**src/rtl/vpu_writeback.sv**
```systemverilog
// vpu_writeback: round-robin result arbiter driving the vector register file write port.
// Define VPU_WB_AGNOSTIC_EN for the tail/mask-agnostic policy (all-ones fill of inactive bytes).
module vpu_writeback #(
    parameter int VLEN    = 64,
    parameter int NUM_SRC = 3,
    parameter int VL_W    = $clog2(VLEN/8)+1
) (
    input  logic                           clk_i,
    input  logic                           rst_ni,
    input  logic [NUM_SRC-1:0]             wb_valid_i,
    output logic [NUM_SRC-1:0]             wb_ready_o,
    input  logic [NUM_SRC-1:0][4:0]        wb_addr_i,
    input  logic [NUM_SRC-1:0][VLEN-1:0]   wb_data_i,
    input  logic [NUM_SRC-1:0][1:0]        wb_sew_i,
    input  logic [NUM_SRC-1:0]             wb_vm_i,
    input  logic [NUM_SRC-1:0][VL_W-1:0]   wb_vstart_i,
    input  logic [NUM_SRC-1:0][VL_W-1:0]   wb_vl_i,
    input  logic [VLEN-1:0]                vreg_v0_i,
    output logic                           vreg_write_en_o,
    output logic [4:0]                     vreg_write_addr_o,
    output logic [VLEN/8-1:0]              vreg_write_bweb_o,
    output logic [VLEN-1:0]                vreg_write_data_o,
    output logic                           done_valid_o,
    output logic [4:0]                     done_addr_o
);
    localparam int NB = VLEN/8;
    localparam int PW = (NUM_SRC > 1) ? $clog2(NUM_SRC) : 1;

    // Handshake: a source transfers in the cycle where wb_valid_i[s] and wb_ready_o[s] are both 1;
    // ready is combinational from valid and never depends on any downstream stall.
    logic [PW-1:0] rr_ptr_q, rr_ptr_d;
    logic [PW-1:0] win_idx, cand;
    logic          win_any;

    always_comb begin
        win_any = 1'b0;
        win_idx = '0;
        cand    = '0;
        for (int off = 0; off < NUM_SRC; off++) begin
            cand = PW'((int'(rr_ptr_q) + off) % NUM_SRC);
            if (!win_any && wb_valid_i[cand]) begin
                win_any = 1'b1;
                win_idx = cand;
            end
        end
    end

    always_comb begin
        rr_ptr_d = rr_ptr_q;
        if (win_any)
            rr_ptr_d = (win_idx == PW'(NUM_SRC-1)) ? '0 : win_idx + PW'(1);
    end

    // Gated by reset so ready drops immediately when rst_ni falls.
    assign wb_ready_o = (win_any && rst_ni) ? (NUM_SRC'(1) << win_idx) : '0;

    logic [4:0]      sel_addr;
    logic [VLEN-1:0] sel_data;
    logic [1:0]      sel_sew;
    logic            sel_vm;
    logic [VL_W-1:0] sel_vstart, sel_vl;

    assign sel_addr   = wb_addr_i[win_idx];
    assign sel_data   = wb_data_i[win_idx];
    assign sel_sew    = wb_sew_i[win_idx];
    assign sel_vm     = wb_vm_i[win_idx];
    assign sel_vstart = wb_vstart_i[win_idx];
    assign sel_vl     = wb_vl_i[win_idx];

    // A v0 write still sitting on the port has not reached the register file yet.
    logic [VLEN-1:0] v0_eff;

    always_comb begin
        v0_eff = vreg_v0_i;
        if (vreg_write_en_o && (vreg_write_addr_o == 5'd0)) begin
            for (int k = 0; k < NB; k++)
                if (vreg_write_bweb_o[k])
                    v0_eff[8*k +: 8] = vreg_write_data_o[8*k +: 8];
        end
    end

    logic [VL_W-1:0] elem_cnt, vl_clamp, elem;
    logic [VLEN-1:0] v0_shift;
    logic [NB-1:0]   act, bweb_d;
    logic [VLEN-1:0] data_d;

    always_comb begin
        elem_cnt = VL_W'(NB) >> sel_sew;
        vl_clamp = (sel_vl > elem_cnt) ? elem_cnt : sel_vl;
        act      = '0;
        elem     = '0;
        v0_shift = '0;
        // Each byte belongs to element k >> sew; the mask bit for element i is v0_eff[i].
        for (int k = 0; k < NB; k++) begin
            elem     = VL_W'(k) >> sel_sew;
            v0_shift = v0_eff >> elem;
            act[k]   = (sel_vstart <= elem) && (elem < vl_clamp) && (sel_vm || v0_shift[0]);
        end
`ifdef VPU_WB_AGNOSTIC_EN
        bweb_d = (sel_vstart < vl_clamp) ? '1 : '0;
        data_d = sel_data;
        for (int k = 0; k < NB; k++)
            if (!act[k])
                data_d[8*k +: 8] = 8'hFF;
`else
        bweb_d = act;
        data_d = sel_data;
`endif
    end

    always_ff @(posedge clk_i or negedge rst_ni) begin
        if (!rst_ni) begin
            rr_ptr_q          <= '0;
            vreg_write_en_o   <= 1'b0;
            vreg_write_addr_o <= '0;
            vreg_write_bweb_o <= '0;
            vreg_write_data_o <= '0;
            done_valid_o      <= 1'b0;
            done_addr_o       <= '0;
        end else begin
            rr_ptr_q        <= rr_ptr_d;
            done_valid_o    <= win_any;
            vreg_write_en_o <= win_any && (|bweb_d);
            if (win_any) begin
                vreg_write_addr_o <= sel_addr;
                vreg_write_bweb_o <= bweb_d;
                vreg_write_data_o <= data_d;
                done_addr_o       <= sel_addr;
            end
        end
    end

endmodule

```
**config.mk**
```make
export PLATFORM = sky130hd
export DESIGN_NAME = vpu_writeback
export DESIGN_NICKNAME = d
export VERILOG_FILES = /design/src/rtl/vpu_writeback.sv
export SDC_FILE = /design/constraint.sdc
export NUM_CORES = 1
export LEC_CHECK = 0
export ABC_AREA = 1
export BUFFER_PORTS_ARGS = -buffer_cell sky130_fd_sc_hd__buf_2
export CORE_AREA = 10 10 146 148
export CTS_CLUSTER_SIZE = 12
export DETAILED_ROUTE_END_ITERATION = 10
export DIE_AREA = 0 0 156 158
export PLACE_DENSITY_LB_ADDON = 0.08
export SYNTH_ARGS = -nofsm -noshare
export SYNTH_HDL_FRONTEND = slang
export SYNTH_SLANG_ARGS = --single-unit
```
**constraint.sdc**
```tcl
create_clock -name clk_i -period 5.47 [get_ports clk_i]
set_input_delay 0 -clock clk_i [delete_from_list [all_inputs] [get_ports clk_i]]
set_output_delay 0 -clock clk_i [all_outputs]
set_load 0.02 [all_outputs]
```
Yosys cells after proc, flatten, opt, wreduce, memory -nomap -nowiden
Index checks and enable logic that the tools add are counted.
{"block": "classes", "add_sub_neg": 3, "div_mod_pow": 3, "n_lt_le_gt_ge": 21, "n_eq_ne": 1, "shifts": 18, "n_mux": 36, "reduce_logical": 33}
{"cell": "64-bit by 4-bit >> shifter with 1-bit output", "count": 8}
{"cell": "64-bit binary-select mux with 2-bit select", "count": 1}
{"cell": "64-bit two-way mux", "count": 2}
{"cell": "32-bit by 3-bit remainder unit with 32-bit output (second input constant)", "count": 2}
{"cell": "8-bit two-way mux", "count": 8}
{"cell": "4-bit less-or-equal comparator", "count": 8}
{"cell": "4-bit < comparator", "count": 8}
{"cell": "3-bit by 3-bit remainder unit with 32-bit output (second input constant)", "count": 1}
{"cell": "1-bit logical AND", "count": 21}
{"cell": "4-bit binary-select mux with 2-bit select", "count": 2}
{"cell": "3-bit by 2-bit >> shifter with 4-bit output (first input constant)", "count": 4}
{"cell": "2-bit by 3-bit < comparator with 1-bit output (second input constant)", "count": 4}
{"cell": "4-bit two-way mux", "count": 3}
{"cell": "5-bit binary-select mux with 2-bit select", "count": 1}
{"cell": "2-bit two-way mux", "count": 5}
{"cell": "1-bit binary-select mux with 2-bit select", "count": 4}
{"cell": "1-bit logical OR", "count": 8}
{"cell": "8-bit OR reduction", "count": 1}
{"cell": "1-bit by 2-bit >> shifter with 4-bit output (first input constant)", "count": 2}
{"cell": "2-bit by 2-bit >> shifter with 4-bit output (first input constant)", "count": 2}
{"cell": "1-bit two-way mux", "count": 7}
{"cell": "5-bit logical NOT", "count": 1}
{"cell": "5-bit two-way mux", "count": 1}
{"cell": "2-bit binary-select mux with 2-bit select", "count": 1}
{"cell": "9 further kinds", "count": 10}
{"block": "word_totals", "register_bits": 81, "input_bits": 309, "output_inout_bits": 87, "word_cells": 121}

Depth between registers and ports, before layout
Gate-level depths: netlist of run 1.
{"block": "depth", "depth_word": 20, "depth_mapped": 35}

Worst setup path after synthesis of run 1
OpenSTA, ideal clock, no wires.
{"block": "synth_timing", "path_kind": "reg-to-reg", "start": "register rr_ptr_q[0]", "end": "register vreg_write_en_o", "arrival_time_ps": 4383, "t_required_ps": 5334, "setup_slack_ps": 951, "stages_incl_launch_ff": 35, "n_path_buf": 1, "cell_sequence": "dfrtp_1 > inv_1 > ha_1 > inv_2 > nand2_1 > nand3_1 > nand2_1 > nand3_2 > clkinv_1 > nand2_4 > nand2_4 > nor2_2 > nand2_1 > nand3_1 > inv_1 > ha_1 > inv_1 > clkbuf_1 > ha_1 > nand2_1 > nor2_4 > nand2_2 > nand2_4 > nand2_4 > nand2_1 > o21ai_2 > inv_1 > ha_1 > inv_1 > nor2_2 > nand2_1 > nand2_1 > nand2_1 > nor2_1 > a21oi_1"}
{"block": "synth_between", "elab_chain_cells": 20}
{"item": "start: declaration", "line": "31", "text": "logic [PW-1:0] rr_ptr_q, rr_ptr_d;"}
{"item": "start signal: assignment", "line": "121", "text": "rr_ptr_q <= rr_ptr_d;"}
{"item": "parallel branches: the longest is 19 deep, another holds 32-bit by 3-bit remainder unit with 32-bit output"}
{"item": "1-bit logical AND (*)", "line": "123", "text": "vreg_write_en_o <= win_any && (|bweb_d);"}
{"item": "end signal: assignment", "line": "123"}
{"item": "end: declaration", "line": "19", "text": "output logic vreg_write_en_o,"}
Every way passes the cells marked *. The select of a mux whose other input is x is not followed.
A chain may end at the register's enable or synchronous reset.

Worst setup path after layout of run 1
Ends and elaborated chain as after synthesis.

==> results of run 1 <==
## how the worst max path moves through the flow
| stage | from | endpoint | slack, ps | cells past startpoint |
|---|---|---|---|---|
| 2_1_floorplan | rr_ptr_q[0] | vreg_write_en_o | 950 | 34 |
| 3_3_place_gp | rr_ptr_q[0] | vreg_write_en_o | 630 | 29 |
| 3_5_place_dp | rr_ptr_q[0] | vreg_write_en_o | 590 | 29 |
| 4_1_cts | rr_ptr_q[0] | vreg_write_en_o | 570 | 29 |
| 5_1_grt | rr_ptr_q[0] | vreg_write_en_o | 110 | 29 |
| 6_report | rr_ptr_q[0] | vreg_write_en_o | 590 | 29 |
## cell usage after synthesis
cell      instances
a31oi_1          33
mux2i_1           1
clkbuf_1         23
o211ai_1         10
o21ai_2           2
nand2_1         179
dfrtp_1          81
a221oi_2          1
nor3_1            3
xor2_1            1
o21ai_0          41
o21ai_4           1
nor2_2            3
and3_1            1
nand3_1          44
nand2_4           4
inv_2             9
nor4_1            1
a21oi_1         101
nand3_2           5
a32oi_1           3
nand3b_2          1
buf_1            18
nand2_2           6
inv_1            52
nor2_1           82
o22ai_1           2
o21ai_1           2
a211oi_1          2
buf_4             6
a22oi_1          54
nor2_4            2
buf_2             4
ha_1             22
a22o_1            1
nand4_1           3
or2_2             1
clkinv_1          2
o21bai_1          2
o221ai_2          1
## layout make-up
type | count | share of cell area
diodes | 3 | 0.000796
clock buffers | 11 | 0.0247
clock inverters | 4 | 0.00318
inverters | 63 | 0.0251
multi-input cells | 615 | 0.350
flip-flops and latches | 81 | 0.215
well taps | 234 | 0.0311
repair buffers | 503 | 0.350
## layout by cell type (no fill, tap or decap), types with 3 or more instances in the layout
cell type,instances
dfrtp_1,81
o21ai_0,41
nor2_4,4
dlygate4sd3_1,149
nand3_1,44
a22oi_1,54
nand3_2,5
ha_1,22
inv_2,11
nor3_1,3
nand2_4,4
a31oi_1,33
nor2_1,81
o211ai_1,10
buf_4,16
a21oi_1,101
nand2_1,179
clkbuf_16,9
nand2_2,6
buf_2,338
a32oi_1,3
diode_2,3
inv_1,50
nand4_1,3
## registers in the layout, summed over array words and instances, names as in the netlist
name and flops:
rr_ptr_q 2, vreg_write_data_o 64, done_valid_o 1, vreg_write_en_o 1, vreg_write_bweb_o 8, done_addr_o 5
## cells by family after synthesis
logic type | Yosys count
AO/OA/AOI/OAI | 256
XOR/XNOR | 1
adder cells (fa/ha/maj) | 22
buffers and inverters | 114
flip-flops | 81
multiplexers | 1
AND/OR/NAND/NOR | 335
## critical path, delay by kind of cell (launching register included)
kind / cells / cell delay (ps)
compound gates: 3 / 650
fa+ha+maj: 4 / 1180
buf+inv: 7 / 860
flops: 1 / 380
simple gates: 15 / 1630
## what timing repair did
action,in CTS,in global routing
resized for setup,0,0
hold endpoints to repair,106,0
hold buffers,149,0
## metrics by stage
step,hold slack [ps],instances
3_5_place_dp,30.8,1347
2_1_floorplan,-296,810
5_1_grt,28.8,1513
6_report,6.50,1514
4_1_cts,1.28,1511
3_3_place_gp,30.2,1347
## routing by layer
layer  vias to the layer above  GRT usage  part of all wire  routed length, um
met4                         6     0.0778             0.024                703
met3                        49     0.0551             0.075               2160
met5                         -          0            0.0010                 30
li1                       3722          -                 -                  -
met2                       289      0.357              0.48              13800
met1                      3562      0.275              0.42              12100
==> impl_metrics.json, run 1 <==
{
  "yosys.area_share.simple": 0.249,
  "yosys.cell_types.count": 40,
  "die_w_um": 156,
  "hold_viol_final": 0,
  "die_y_um": 158,
  "antenna_left": 0,
  "route.vias.total": 7628,
  "avgSynthCellArea_um2": 7.11,
  "fin_tns_setup_ps": 0,
  "wirelength_um": 28700,
  "maxSlewViolCount": 0,
  "cpPeakStageDelay_ps": 390,
  "syn_inst": 810,
  "seqCellArea_mm2": 0.00203,
  "fin_skew_ps": 12.4,
  "rr_worst_depth": 29,
  "antenna_found_initial": 7,
  "yosysWarnings": 0,
  "wl_per_cell_um": 19.0,
  "first_global_vias": 7482,
  "final_area_mm2": 0.00943,
  "synth.area.top_cells": "dfrtp_1 35%, nand2_1 12%, a21oi_1 8.8%",
  "period_needed_ps": 4880,
  "synth_xor_area_frac": 0.00152,
  "synth_top_family_by_area": "compound AO/OA/AOI/OAI gates",
  "gr-usage-all-layers": 0.219,
  "synth_top_area_share": 0.352,
  "r2r_start": "rr_ptr_q[0]",
  "dr.pass1.iters": 5,
  "yosys_register_bits": 81,
  "cts_tree": "yes",
  "reg2reg_to": "vreg_write_en_o",
  "grt_pass1_wl_um": 42800,
  "synth_compound_area_frac": 0.269,
  "initial_utilization": 0.312,
  "arrival_ps": 5050,
  "status": "completed",
  "dp.final_hpwl_um": 21000,
  "multi_input_area_mm2": 0.00330,
  "clk_pin_slew_ps": 60,
  "start_kind": "flip-flop",
  "gr-total-overflow": 0,
  "hp-start": "wb_data_i[131]",
  "post_cts_buffers": 0,
  "cts-root-buf": "clkbuf_16",
  "setup_viol": 0,
  "max_freq_mhz": 205,
  "cp.required_ps": 5650,
  "synthToLayoutAreaGrowth_pct": 63.6,
  "drt-initial-drc-count": 539,
  "fin_nets": 1604,
  "rrSetupSlack_ps": 590,
  "io_buffer_count": 339,
  "path_max_fanout": 10,
  "ys_seq_area_frac": 0.352,
  "max-slew-margin-rel": 0.258,
  "synth_area_mm2": 0.00576,
  "place.gp.congestion": 0.926,
  "cts_buffers": 9,
  "cp_slowest_cell": "o221ai_2",
  "yosys.area.top_type": "dfrtp_1",
  "insertion_delay_ps": 340,
  "hold_path_class": "primary input to flip-flop",
  "worstMarginPinSlew_ps": 1110,
  "clock_path_buffers": 2,
  "ios": 396,
  "grt_setup_unrepaired": "false",
  "min_to": "vreg_write_data_o[3]",
  "core_mm2": 0.0185,
  "synth_mux_area_frac": 0.00174,
  "viasPerCell": 5.04,
  "synth_nets": 1141,
  "maxCapViolCount": 0,
  "grt_max_degree": 80,
  "cp-end-kind": "flip-flop",
  "final_layout_size_suffix_gt1_frac": 0.319,
  "htreeDepth": 3,
  "synth_fa_ha_area_frac": 0.0478,
  "whs_path_depth": 3,
  "clock-sinks": 81,
  "dieArea_mm2": 0.0246,
  "drc_errors": 0,
  "fin_util": 0.511,
  "dpl_cell_area_mm2": 0.00767,
  "crit_type": "flip-flop to flip-flop",
  "layout_setup_ws_ps": 594,
  "fin_crit_sh": 0.891,
  "place_ws_ps": 592,
  "fillCellCount": 1844,
  "rows": 50
}
Power of run 1 is left out: the tool's default activity adds up to more than one toggle a clock period on the data nets, which glitch-free logic cannot reach.
==> run 2, diff against run 1 <==
--- a/config.mk
+++ b/config.mk
@@ -12,6 +12,7 @@
 export DETAILED_ROUTE_END_ITERATION = 10
 export DIE_AREA = 0 0 156 158
 export PLACE_DENSITY_LB_ADDON = 0.08
+export REMOVE_ABC_BUFFERS = 1
 export SYNTH_ARGS = -nofsm -noshare
 export SYNTH_HDL_FRONTEND = slang
 export SYNTH_SLANG_ARGS = --single-unit
==> run 2 against run 1 <==
  * Die area unchanged
  * Register-to-register slack improved by 130 ps
  * Routed wire length decreased by 3.8%
  * Via count decreased by 0.37%
==> impl_metrics.json, run 2 (synthesis results as in run 1) <==
{
  "path_max_fanout": 13,
  "seqCellArea_mm2": 0.00203,
  "clock_path_buffers": 2,
  "maxSlewViolCount": 0,
  "dieArea_mm2": 0.0246,
  "largest_reg_flops": 64,
  "multi_input_area_mm2": 0.00330,
  "rows": 50,
  "clk_pin_slew_ps": 70,
  "antenna_left": 0,
  "max_freq_mhz": 211,
  "die_w_um": 156,
  "htreeDepth": 3,
  "clock-sinks": 81,
  "fin_hold_ws_ps": 11.6,
  "post_cts_buffers": 0,
  "cts-root-buf": "clkbuf_16",
  "io_buffer_count": 339,
  "layout_setup_ws_ps": 722,
  "gr-total-overflow": 0,
  "fin_skew_ps": 10.1,
  "initial_utilization": 0.312,
  "drt-initial-drc-count": 473,
  "cts_buffers": 9,
  "antenna_found_initial": 7,
  "final_layout_size_suffix_gt1_frac": 0.319,
  "fillCellCount": 1808,
  "grt_pass1_wl_um": 41400,
  "viasPerCell": 4.99,
  "worstMarginPinSlew_ps": 957,
  "dr.pass1.iters": 5,
  "dp.cells": 1347,
  "final_cell_mix": "338 x buf_2, 179 x nand2_1, 155 x dlygate4sd3_1",
  "die_y_um": 158,
  "arrival_ps": 4930,
  "gr-usage-all-layers": 0.211,
  "fin_util": 0.516,
  "place_ws_ps": 707,
  "wl_per_cell_um": 18.2,
  "dp.final_hpwl_um": 20400,
  "hold_path_class": "primary input to flip-flop",
  "cp-end-kind": "flip-flop",
  "wirelength_um": 27700,
  "fin_nets": 1610,
  "start_kind": "flip-flop",
  "cts_tree": "yes",
  "ios": 396,
  "insertion_delay_ps": 350,
  "crit_type": "flip-flop to flip-flop",
  "setup_viol": 0,
  "cpPeakStageDelay_ps": 390,
  "fin_crit_sh": 0.868,
  "hold_viol_final": 0,
  "route.vias.total": 7600,
  "status": "completed",
  "crit_top_cell": "nand2_1",
  "max-slew-margin-rel": 0.362,
  "period_needed_ps": 4750,
  "grt_max_degree": 80,
  "maxCapViolCount": 0,
  "drc_errors": 0,
  "synthToLayoutAreaGrowth_pct": 65.3,
  "cp_slowest_cell": "dfrtp_1",
  "reg_top3": "vreg_write_data_o (64), vreg_write_bweb_o (8), done_addr_o (5)",
  "first_global_vias": 7566,
  "final_common_cell": "buf_2",
  "place.gp.congestion": 0.875,
  "fin_cells": 1524,
  "top_register": "vreg_write_data_o",
  "cp.required_ps": 5650,
  "grt_setup_unrepaired": "false",
  "core_mm2": 0.0185
}
==> run 2: worst paths after layout <==
kind	startpoint	to	slack [ps]	cells after the start
max	rr_ptr_q[0]	vreg_write_en_o	720	35
min	wb_addr_i[10]	done_addr_o[0]	10	3
max reg2reg	rr_ptr_q[0]	vreg_write_en_o	720	35
min reg2reg	vreg_write_bweb_o[7]	vreg_write_bweb_o[7]	480	2
max in group asynchronous	rst_ni	vreg_write_data_o[55]	4220	3
min in group asynchronous	rst_ni	done_valid_o	100	2
==> run 2: cell type report <==
| cell class | count | area share |
|---|---|---|
| repair buffers | 509 | 0.353 |
| multi-input cells | 615 | 0.346 |
| flip-flops and latches | 81 | 0.213 |
| well taps | 234 | 0.0307 |
| inverters | 63 | 0.0248 |
| clock buffers | 10 | 0.0240 |
| clock inverters | 6 | 0.00696 |
| diodes | 6 | 0.00158 |
==> run 2: critical path, delay by kind of cell, from the launching register on <==
| family | cells | cell delay (ps) |
|---|---|---|
| DFF | 1 | 390 |
| and+or+nand+nor | 17 | 1470 |
| buffers and inverters | 11 | 1190 |
| adders and majority gates | 4 | 1110 |
| AOI/OAI and AO/OA | 3 | 410 |
==> run 2: routing by layer <==
layer	track usage	routed length, um
met1	0.244	10900
met2	0.350	13600
met3	0.0760	2340
met4	0.0787	800
met5	0	13
==> run 2: what timing repair did <==
| action | 4_1_cts | 5_1_grt |
|---|---|---|
| endpoints found under the hold margin | 91 | 0 |
| hold buffers | 155 | 0 |
| resized for setup | 0 | 0 |
==> run 2: stage by stage <==
stage,TNS [ps],cell area (um2)
2_1_floorplan,-17590,5540
3_3_place_gp,0,7670
3_5_place_dp,0,7670
4_1_cts,0,9510
5_1_grt,0,9520
6_report,0,9530
Power of run 2 is left out for the same reason.
